**src/rtl/uart_pkg.sv**
```systemverilog
// ----------------------------------------------------------------------------
// uart_pkg
// Definitions shared by the UART transmit and receive paths:
//   - FSM state encoding (UART_IDLE .. UART_STOP)
//   - legal data-bit range (UART_MIN_DATA_BITS .. UART_MAX_DATA_BITS)
//   - uart_cfg_t: frame settings captured when a frame starts
//   - helpers: stop-bit decode and data-bit clamp
// ----------------------------------------------------------------------------
package uart_pkg;

  localparam logic [2:0] UART_IDLE   = 3'd0;
  localparam logic [2:0] UART_START  = 3'd1;
  localparam logic [2:0] UART_DATA   = 3'd2;
  localparam logic [2:0] UART_PARITY = 3'd3;
  localparam logic [2:0] UART_STOP   = 3'd4;

  localparam int unsigned UART_MIN_DATA_BITS = 5;
  localparam int unsigned UART_MAX_DATA_BITS = 9;

  // Frame settings held constant for the duration of one frame.
  typedef struct packed {
    logic [15:0] bit_rate;   // bit period minus one
    logic [3:0]  data_bits;  // already clamped to the legal range
    logic        two_stop;   // 1: two stop bits
    logic        parity_en;  // 1: parity bit follows the data bits
  } uart_cfg_t;

  // stop_bits 0/1 select one stop bit, 2/3 select two.
  function automatic logic uart_two_stop(input logic [1:0] stop_bits);
    return stop_bits[1];
  endfunction

  function automatic logic [3:0] uart_clamp_data_bits(input logic [3:0] data_bits);
    if (data_bits < 4'(UART_MIN_DATA_BITS)) return 4'(UART_MIN_DATA_BITS);
    if (data_bits > 4'(UART_MAX_DATA_BITS)) return 4'(UART_MAX_DATA_BITS);
    return data_bits;
  endfunction

endpackage

```
**src/rtl/uart_baud_cnt.sv**
```systemverilog
// ----------------------------------------------------------------------------
// uart_baud_cnt
// Loadable 16-bit down-counter that paces UART bit periods. Loading value V
// makes tick assert V clocks later; the counter then holds at zero until the
// next load, so reloading on every tick yields a period of V+1 clocks.
// Ports:
//   clk      in  clock
//   reset_n  in  asynchronous active-low reset
//   load_i   in  load load_val_i on this edge
//   load_val_i in 16-bit reload value
//   tick_o   out counter is at zero (current bit period ends on this edge)
// ----------------------------------------------------------------------------
module uart_baud_cnt (
  input  logic        clk,
  input  logic        reset_n,
  input  logic        load_i,
  input  logic [15:0] load_val_i,
  output logic        tick_o
);

  logic [15:0] cnt_q;
  logic [15:0] cnt_d;

  always_comb begin
    cnt_d = cnt_q;
    if (load_i) begin
      cnt_d = load_val_i;
    end else if (cnt_q != 16'd0) begin
      cnt_d = cnt_q - 16'd1;
    end
  end

  // NOTE: state registers use non-blocking assignments so every flop samples
  // pre-edge values, independent of the order blocks are evaluated in.
  always_ff @(posedge clk or negedge reset_n) begin
    if (!reset_n) begin
      cnt_q <= 16'd0;
    end else begin
      cnt_q <= cnt_d;
    end
  end

  assign tick_o = (cnt_q == 16'd0);

endmodule

```
**src/rtl/uart_tx_core.sv**
```systemverilog
// ----------------------------------------------------------------------------
// uart_tx_core
// UART transmitter: accepts words over a valid/ready handshake into a
// one-entry holding register and serialises them LSB-first on txd with
// start bit, 5..9 data bits, optional parity and 1 or 2 stop bits. A held
// word is loaded on the edge that ends the previous stop bit, so
// back-to-back frames have no idle gap.
// Ports:
//   clk, reset_n     clock, asynchronous active-low reset
//   bit_rate         bit period minus one (captured at frame start)
//   data_bits        data bits per frame, clamped to 5..9
//   stop_bits        0/1: one stop bit, 2/3: two stop bits
//   parity_bit       0: even parity, 1: odd parity
//   parity_enabled   insert parity bit after the data bits
//   tx_valid/tx_data offered word (bits above data_bits ignored)
//   tx_ready         holding register empty
//   txd              registered serial output, idle high
//   tx_busy          frame in progress or word held
//   tx_done          one-cycle pulse after the final stop bit
// ----------------------------------------------------------------------------
module uart_tx_core
  import uart_pkg::*;
#(
  parameter int pDUMP = 0
) (
  input  logic        clk,
  input  logic        reset_n,
  input  logic [15:0] bit_rate,
  input  logic [3:0]  data_bits,
  input  logic [1:0]  stop_bits,
  input  logic        parity_bit,
  input  logic        parity_enabled,
  input  logic        tx_valid,
  input  logic [8:0]  tx_data,
  output logic        tx_ready,
  output logic        txd,
  output logic        tx_busy,
  output logic        tx_done
);

  // Waveform dumping is driven by the simulation harness from this
  // parameter; the synthesizable core only carries the hook.
  if (pDUMP != 0) begin : g_dump_hook
  end

  logic [2:0]  state_q,     state_d;
  uart_cfg_t   cfg_q,       cfg_d;
  logic        hold_full_q, hold_full_d;
  logic [8:0]  hold_q,      hold_d;
  logic [8:0]  shift_q,     shift_d;
  logic [3:0]  bit_idx_q,   bit_idx_d;
  logic        stop_cnt_q,  stop_cnt_d;
  logic        parity_q,    parity_d;
  logic        txd_q,       txd_d;
  logic        done_q,      done_d;

  logic        accept;
  logic        load_frame;
  logic        tick;
  logic        baud_load;
  logic [15:0] baud_val;

  uart_baud_cnt u_baud_cnt (
    .clk        (clk),
    .reset_n    (reset_n),
    .load_i     (baud_load),
    .load_val_i (baud_val),
    .tick_o     (tick)
  );

  assign accept = tx_valid && !hold_full_q;

  // NOTE: every signal assigned here gets a default first, so no path through
  // the case statement leaves a variable unassigned (which would infer a latch).
  always_comb begin
    state_d     = state_q;
    cfg_d       = cfg_q;
    hold_full_d = hold_full_q;
    hold_d      = hold_q;
    shift_d     = shift_q;
    bit_idx_d   = bit_idx_q;
    stop_cnt_d  = stop_cnt_q;
    parity_d    = parity_q;
    txd_d       = txd_q;
    done_d      = 1'b0;
    load_frame  = 1'b0;

    case (state_q)
      UART_IDLE: begin
        if (hold_full_q) load_frame = 1'b1;
      end

      UART_START: begin
        if (tick) begin
          state_d   = UART_DATA;
          txd_d     = shift_q[0];
          parity_d  = parity_q ^ shift_q[0];
          shift_d   = {1'b0, shift_q[8:1]};
          bit_idx_d = 4'd0;
        end
      end

      UART_DATA: begin
        if (tick) begin
          if (bit_idx_q == cfg_q.data_bits - 4'd1) begin
            if (cfg_q.parity_en) begin
              state_d = UART_PARITY;
              txd_d   = parity_q;
            end else begin
              state_d    = UART_STOP;
              txd_d      = 1'b1;
              stop_cnt_d = 1'b0;
            end
          end else begin
            // The parity accumulator folds in each bit as it goes out.
            bit_idx_d = bit_idx_q + 4'd1;
            txd_d     = shift_q[0];
            parity_d  = parity_q ^ shift_q[0];
            shift_d   = {1'b0, shift_q[8:1]};
          end
        end
      end

      UART_PARITY: begin
        if (tick) begin
          state_d    = UART_STOP;
          txd_d      = 1'b1;
          stop_cnt_d = 1'b0;
        end
      end

      UART_STOP: begin
        if (tick) begin
          if (stop_cnt_q == cfg_q.two_stop) begin
            done_d = 1'b1;
            if (hold_full_q) begin
              load_frame = 1'b1;
            end else begin
              state_d = UART_IDLE;
            end
          end else begin
            stop_cnt_d = 1'b1;
          end
        end
      end

      default: begin
        state_d = UART_IDLE;
        txd_d   = 1'b1;
      end
    endcase

    // Frame load: the held word moves to the shifter and the frame settings
    // are captured, so later config changes only affect later frames.
    if (load_frame) begin
      state_d           = UART_START;
      txd_d             = 1'b0;
      shift_d           = hold_q;
      parity_d          = parity_bit;
      cfg_d.bit_rate    = bit_rate;
      cfg_d.data_bits   = uart_clamp_data_bits(data_bits);
      cfg_d.two_stop    = uart_two_stop(stop_bits);
      cfg_d.parity_en   = parity_enabled;
      hold_full_d       = 1'b0;
    end

    // A word accepted on the load edge refills the holding register.
    if (accept) begin
      hold_full_d = 1'b1;
      hold_d      = tx_data;
    end
  end

  // On a load edge cfg_q is not yet updated, so use the live bit_rate.
  assign baud_load = load_frame || ((state_q != UART_IDLE) && tick);
  assign baud_val  = load_frame ? bit_rate : cfg_q.bit_rate;

  always_ff @(posedge clk or negedge reset_n) begin
    if (!reset_n) begin
      state_q     <= UART_IDLE;
      cfg_q       <= '0;
      hold_full_q <= 1'b0;
      bit_idx_q   <= 4'd0;
      stop_cnt_q  <= 1'b0;
      parity_q    <= 1'b0;
      txd_q       <= 1'b1;
      done_q      <= 1'b0;
    end else begin
      state_q     <= state_d;
      cfg_q       <= cfg_d;
      hold_full_q <= hold_full_d;
      bit_idx_q   <= bit_idx_d;
      stop_cnt_q  <= stop_cnt_d;
      parity_q    <= parity_d;
      txd_q       <= txd_d;
      done_q      <= done_d;
    end
  end

  // NOTE: the data registers carry no reset; they are only read after a load
  // qualified by hold_full_q/state_q, which are reset.
  always_ff @(posedge clk) begin
    hold_q  <= hold_d;
    shift_q <= shift_d;
  end

  assign tx_ready = !hold_full_q;
  assign tx_busy  = (state_q != UART_IDLE) || hold_full_q;
  assign txd      = txd_q;
  assign tx_done  = done_q;

endmodule
```
**config.mk**
```make
export PLATFORM = sky130hd
export DESIGN_NAME = uart_tx_core
export DESIGN_NICKNAME = d
export VERILOG_FILES = /design/src/rtl/uart_pkg.sv /design/src/rtl/uart_baud_cnt.sv /design/src/rtl/uart_tx_core.sv
export SDC_FILE = /design/constraint.sdc
export NUM_CORES = 1
export LEC_CHECK = 0
export ABC_AREA = 1
export CELL_PAD_IN_SITES_DETAIL_PLACEMENT = 1
export CELL_PAD_IN_SITES_GLOBAL_PLACEMENT = 1
export CORE_MARGIN = 2
export CORE_UTILIZATION = 40
export CTS_CLUSTER_DIAMETER = 30
export DETAILED_ROUTE_END_ITERATION = 7
export PLACE_DENSITY_LB_ADDON = 0.08
export SYNTH_ARGS = -nofsm -noshare
export SYNTH_HDL_FRONTEND = slang
export SYNTH_SLANG_ARGS = --single-unit
```
**constraint.sdc**
```tcl
create_clock -name clk -period 6.2 [get_ports clk]
set_input_delay 1.24 -clock clk [delete_from_list [all_inputs] [get_ports clk]]
set_output_delay 1.24 -clock clk [all_outputs]
set_load 0.03 [all_outputs]
```
==> metrics.md, run 1 <==
| Metric | Value |
|---|---|
| # rows | 34 |
| Most common cell after layout, fill and taps aside | nand2_1 |
| Post-cts resize count | 0 |
| Final min period | 3320 ps |
| Net Count, Synth | 478 |
| Clock transition at the registers of the reported paths | 80 ps |
| Share of cells above drive strength 1 | 9.09% |
| Crit. End Element | output port |
| Fin cells | 592 |
| Initial DRC count | 59 |
| Antenna violations before repair | 0 |
| CP Launch Type | register |
| Final worst slack | 2880 ps |
| Synthesis warning total | 0 |
| Top cell type's share of synthesized area | 34.5% |
| RSZ-0062 raised after global routing | no |
| Clock Path Buffers | 2 |
| Status | complete, no violations |
| Most frequent cells in the layout | nand2_1 (173), dfrtp_1 (49), nor2_1 (40), clkdlybuf4s50_1 (37), inv_1 (36) |
| Distinct cells, synth | 34 |
| Largest net degree at the start of global routing | 51 |
| Final setup vio count | 0 |
| CP Cell Sequence | nor2_1, inv_1, clkdlybuf4s50_1 |
| Period utilization | 53.6% |
| Ant diodes | 0 |
| Syn Inst Count | 438 |
| Synthesized cell area | 3560 µm² |
| Post-CTS setup buffers | 0 |
| Vias in the first global route | 3055 |
| Critical Path AT | 2080 ps |
| Crit Path Max Fanout | 14 |
| CTS sink cnt | 68 |
| Dpl ws | 3260 ps |
| Die width | 98.3 µm |
| Die height | 98.3 µm |
| Clk_lat worst skew | around 350 ps |
| Synth top area cells | dfrtp_1 (34%), nand2_1 (18%), edfxtp_1 (15%), nand3_1 (4.5%), nor2_1 (4.2%) |
| CTS buffer count | 9 |
| Yosys reg bits | 68 |
| P_leak | 1.97 nW |
| Placed cells | ~580 |
| PortBufs | 38 |
| Worst vdd ir | between 0.00015 and 0.0002 V |
| H-tree Lvls | 3 |
| WHS Endpoint | cfg_q[16]$_DFFE_PN0P_ |
| Worst-margin pin slew | 753 ps |
| Placed cell area | 3980 µm² |
| DR vias/cell | 4.88 |
| Post-DRT Antenna Nets | 0 |
| Critical Path RT | approximately 5000 ps |
| Reg2reg setup slack | 3840 ps |
| CP max-delay cell | dfrtp_1 |
| Full die area | between 9000 and 10000 µm² |
| Max-Cap Viols | 0 |
| GRT overflow | 0 |
| Drt pass-1 iters | 4 |
| # hold bufs at CTS | 0 |
| Total Routing Usage GR | a little under a fifth |
| FF-to-FF Start | cfg_q[2]$_DFFE_PN0P_ |
| First-pass GRT wire length | 14200 µm |
| Nets@finish | 519 |
| HP Class | reg2reg |
| Setup TNS | 0 ps |
| Most used DFF post-synth | dfrtp_1 |
| Final Hold Vio Count | 0 |
| Final Util | 48.0% |
| Initial Utilization | between 40% and 50% |
| Clock Skews | 9.47 ps |
| Synth area leader | dfrtp_1 |
| Area Growth Syn to Fin | 17.2% |
| Post-synth EDFFs | 18 |
| Asr flop ratio synth | approximately three quarters |
| HP Start | cfg_q[16]$_DFFE_PN0P_ |
| F_max | 301 MHz |
| Reg2reg path depth | 12 |
| Slew headroom | 49.6% |
| Hold Crit Depth | 2 |
| CTS tree | yes |
| DRC Markers | 0 |
| Fin. max-slew vios | 0 |
| Design Area, Final | between 4000 and 5000 µm² |
| Routability cong. | about 0.80 |
| Syn Area/Cell | 8.12 µm² |
| Drt wl/cell | 14.0 µm |
| Core area | 8680 µm² |
| Ports | 40 |
| Routed Wire Length | 8320 µm |
| Pwr Density | 497 nW/µm² |
| Detailed placement HPWL | 5980 µm |
| R2r endpoint | shift_q[8]$_SDFFCE_PN0P_ |
| Sequential cell area fraction in the yosys report | 50.4% |
| Hold WS | 475 ps |
| Clk Tree Root Cell | clkbuf_8 |
| Crit-path max cell delay | about 750 ps |
| Critical path type | reg2out |
| Vias after detailed routing | 2890 |
| Overall Power | 2.07 mW |
## power breakdown
group          leakage [nW]  internal (mW)  switching [mW]  total (mW)
sequential            0.790          0.681           0.133       0.814
clock                0.0844          0.151           0.200       0.351
combinational          1.10          0.311           0.594       0.906
total                  1.97           1.14           0.928        2.07
## Yosys cell counts (2+ instances only)
cell type	n
nor2_4	2
buf_6	6
o21ai_0	14
dfrtp_1	49
o21ai_1	3
nand2_1	173
nand2_2	2
nand2_8	2
nor3_1	6
a21oi_1	9
nand3_1	32
ha_1	4
nand4_1	2
edfxtp_1	18
o21bai_1	3
xnor2_1	6
xor2_1	5
or2_2	3
nor2_1	40
nor2_2	10
inv_1	36
## cells by family after synthesis
logic type | after synthesis | share of synthesized area (%)
AO/OA/AOI/OAI | 31 | 4.75
XOR/XNOR | 11 | 2.71
adder cells (fa/ha/maj) | 4 | 1.41
AND/OR/NAND/NOR | 277 | 33.9
flip-flops | 68 | 50.4
buffers and inverters | 47 | 6.79
## per-layer routing
layer / GRT usage (%) / wire [µm] / vias to the layer above
met2: 30.7 / 3980 / 40
met5: 0 / 0 / -
met1: 23.6 / 3950 / 1372
met3: 3.94 / 273 / 11
li1: - / - / 1467
met4: 6.74 / 116 / 0
## area by class of cell
cell class,instances,area [µm²]
clock buffers,9,124
clock inverters,7,60.1
fillers,1087,4510
inverters,38,150
multi-input cells,323,1520
flip-flops and latches,68,1790
well taps,108,135
repair buffers,39,383
## sequential cells by signal, summed over array words and instances, names as in the netlist
| name | flops |
|---|---|
| hold_full_q | 1 |
| txd | 1 |
| cfg_q | 22 |
| shift_q | 9 |
| tx_done | 1 |
| hold_q | 9 |
| stop_cnt_q | 1 |
| bit_idx_q | 4 |
| parity_q | 1 |
| u_baud_cnt.cnt_q | 16 |
| state_q | 3 |
## critical path, delay by kind of cell (launching register included)
family	cells	cell delay, ps
and+or+nand+nor	1	150
buffers and inverters	2	840
DFF	1	750
## worst max path at each step
stage,start,to,cells past startpoint
after floorplan,hold_full_q$_DFFE_PN0P_,tx_ready,2
after global placement,hold_full_q$_DFFE_PN0P_,tx_busy,3
after detailed placement,hold_full_q$_DFFE_PN0P_,tx_busy,3
after CTS,hold_full_q$_DFFE_PN0P_,tx_busy,3
after global routing,hold_full_q$_DFFE_PN0P_,tx_busy,3
final,hold_full_q$_DFFE_PN0P_,tx_busy,3
Note: power is estimated with default switching activity, not from simulation.
==> inputs of run 2 (changes only) <==
--- a/config.mk
+++ b/config.mk
@@ -9,7 +9,7 @@
 export CELL_PAD_IN_SITES_DETAIL_PLACEMENT = 1
 export CELL_PAD_IN_SITES_GLOBAL_PLACEMENT = 1
 export CORE_MARGIN = 2
-export CORE_UTILIZATION = 40
+export CORE_UTILIZATION = 38
 export CTS_CLUSTER_DIAMETER = 30
 export DETAILED_ROUTE_END_ITERATION = 7
 export PLACE_DENSITY_LB_ADDON = 0.08
==> constraint.sdc (replaced) <==
create_clock -name clk -period 2.9 [get_ports clk]
set_input_delay 0.58 -clock clk [delete_from_list [all_inputs] [get_ports clk]]
set_output_delay 0.58 -clock clk [all_outputs]
set_load 0.03 [all_outputs]
==> run 2 against run 1 <==
  * Die area increased by 5.0%
  * Hold slack lost 320 ps
  * Register-to-register slack got worse by 3400 ps
  * Via count increased by 1.5%
  * Combinational power increased by 120%
  * Clock skew decreased by 0.51 ps
  * Critical path depth grew 2
  * Flip-flop and latch count unchanged
  * Global-route usage about the same
  * Core utilization decreased by 2.3 points
  * First-iteration DRC count rose by 110%
  * Sequential share of layout area fell by 0.17 points
==> metrics.md, run 2 (same netlist as run 1, synthesis figures left out) <==
| Metric | Value |
|---|---|
| HP Class | in2async |
| Most frequent cells in the layout | nand2_1 (173), dfrtp_1 (49), nor2_1 (40), clkdlybuf4s50_1 (37), inv_1 (36) |
| Post-DRT Antenna Nets | 0 (unchanged) |
| Post-cts resize count | 0 (unchanged) |
| CTS tree | yes |
| Max FFs per register | 22 (unchanged) |
| Worst vdd ir | 0.000357 V (+85%) |
| Multi-input gate area | 1520 µm² (unchanged) |
| Detailed placement HPWL | 6320 µm (+5.8%) |
| PortBufs | 38 (unchanged) |
| Worst path top cell family by delay | buffers and inverters |
| Fin. max-slew vios | 0 (unchanged) |
| # rows | 35 (+2.9%) |
| Clk Tree Root Cell | clkbuf_8 |
| Seq. cell area | 1790 µm² (unchanged) |
| Antenna violations before repair | 0 (unchanged) |
| First-pass GRT wire length | 14500 µm (+2.3%) |
| Largest net degree at the start of global routing | 38 (-25%) |
| Pwr Density | 1060 nW/µm² (+110%) |
| FILL cells | 1120 (+3.0%) |
| Setup TNS | 0 ps (unchanged) |
| # hold bufs at CTS | 0 (unchanged) |
| Crit Path Max Fanout | 4 (-10) |
| Drt wl/cell | 14.2 µm (+1.0%) |
| RSZ-0062 raised after global routing | no |
| Status | complete, no violations |
| Ant diodes | 0 (unchanged) |
| Vias after detailed routing | 2932 (+1.5%) |
| Drt pass-1 iters | 5 (+1) |
| Max-Cap Viols | 0 (unchanged) |
| Clk_lat worst skew | 340 ps (about the same) |
| CP Cell Sequence | nor2_2, nand2_1, nor2_1, inv_1, clkdlybuf4s50_1 |
| Clock transition at the registers of the reported paths | 80 ps (about the same) |
| Share of cells above drive strength 1 | 9.45% (+0.35 points) |
| CTS buffer count | 9 (unchanged) |
| Crit. End Element | output port |
| Post-CTS setup buffers | 0 (unchanged) |
| Clock Path Buffers | 2 (unchanged) |
| Total Routing Usage GR | 18.4% (-0.038 points) |
| DR vias/cell | 4.90 (+0.44%) |
| P_leak | 1.98 nW (+0.71%) |
| DRC Markers | 0 (unchanged) |
| CTS sink cnt | 68 (unchanged) |
| Ports | 40 (unchanged) |
| Final setup vio count | 0 (unchanged) |
| Die width | 101 µm (+2.5%) |
| F_max | 398 MHz |
| Initial DRC count | 121 (+110%) |
| CP bufs+invs | 2 (unchanged) |
| Clock Skews | 8.96 ps (-0.510 ps) |
| Full die area | 10100 µm² (+5.0%) |
| Critical path type | reg2out |
| Overall Power | 4.42 mW (+110%) |
| Nets@finish | 522 (+0.58%) |
| Most common cell after layout, fill and taps aside | nand2_1 |
| Die height | 101 µm (+2.5%) |
| Vias in the first global route | 3003 (-1.7%) |
| Initial Utilization | 38.9% (-2.1 points) |
| CP max-delay cell | clkdlybuf4s50_1 |
| Area Growth Syn to Fin | 17.6% |
| Crit-path max cell delay | 600 ps (-150 ps) |
| Critical Path AT | 1930 ps (-150 ps) |
| GRT overflow | 0 (unchanged) |
| H-tree Lvls | 3 (unchanged) |
| Biggest regs | cfg_q (22), u_baud_cnt.cnt_q (16) |
| Final Hold Vio Count | 0 (unchanged) |
| Routed Wire Length | 8490 µm (+2.0%) |
| Dpl ws | 450 ps (-2810 ps) |
| Largest register by flop count | cfg_q |
| Final min period | 2510 ps |
| CP Launch Type | register |
| Slew headroom | 70.7% (+21 points) |
| Routability cong. | 0.851 (+6.0%) |
| Worst Setup SP | state_q[1]$_DFFE_PN0P_ |
| Final worst slack | 386 ps (-2490 ps) |
| FF-to-FF Start | cfg_q[2]$_DFFE_PN0P_ |
| Worst-margin pin slew | 439 ps (-314 ps) |
| Critical Path RT | 2320 ps (-2640 ps) |
| Period utilization | 86.7% |
| Core area | 9150 µm² (+5.5%) |
==> run 2: cell type report <==
cell class / instances / area share (%)
inverters: 38 / 3.59
well taps: 111 / 3.32
clock buffers: 9 / 2.96
clock inverters: 7 / 1.20
multi-input cells: 323 / 36.4
flip-flops and latches: 68 / 42.9
repair buffers: 42 / 9.69
==> run 2: power breakdown <==
part | internal [mW] | total [mW] | switching [mW]
sequential | 1.46 | 1.73 | 0.270
combinational | 0.684 | 1.99 | 1.30
clock | 0.313 | 0.706 | 0.393
total | 2.45 | 4.42 | 1.97
==> run 2: routing by layer <==
metal,GRT usage (%),wire (µm),vias up,share of wire [%]
met4,4.21,46,0,0.54
li1,-,-,1468,-
met3,3.74,242,4,2.9
met1,25.1,4100,1413,48
met2,30.1,4100,47,48
met5,0,0,-,0
==> run 2: path summary, 6_finish.rpt <==
check / to / slack (ps) / depth (start not counted)
hold / removal: bit_idx_q[3]$_DFFE_PN0P_ / 160 / 1
hold reg to reg: cfg_q[21]$_DFFE_PN0P_ / 470 / 2
min in group clk: cfg_q[21]$_DFFE_PN0P_ / 470 / 2
setup reg to reg: shift_q[7]$_DFFE_PP_ / 480 / 12
max in group asynchronous: txd$_DFFE_PN1P_ / 2050 / 2
setup / recovery: tx_busy / 390 / 5
==> run 2: metrics by stage <==
stage | cells | cell area, µm² | hold WS (ps) | utilization [%]
global route | 598 | 4180 | 163 | 45.7
CTS | 598 | 4180 | 152 | 45.7
global placement | 582 | 4010 | 448 | 43.8
floorplan | 438 | 3560 | 284 | -
finish | 598 | 4180 | 157 | 45.7
detailed placement | 582 | 4010 | 457 | 43.8
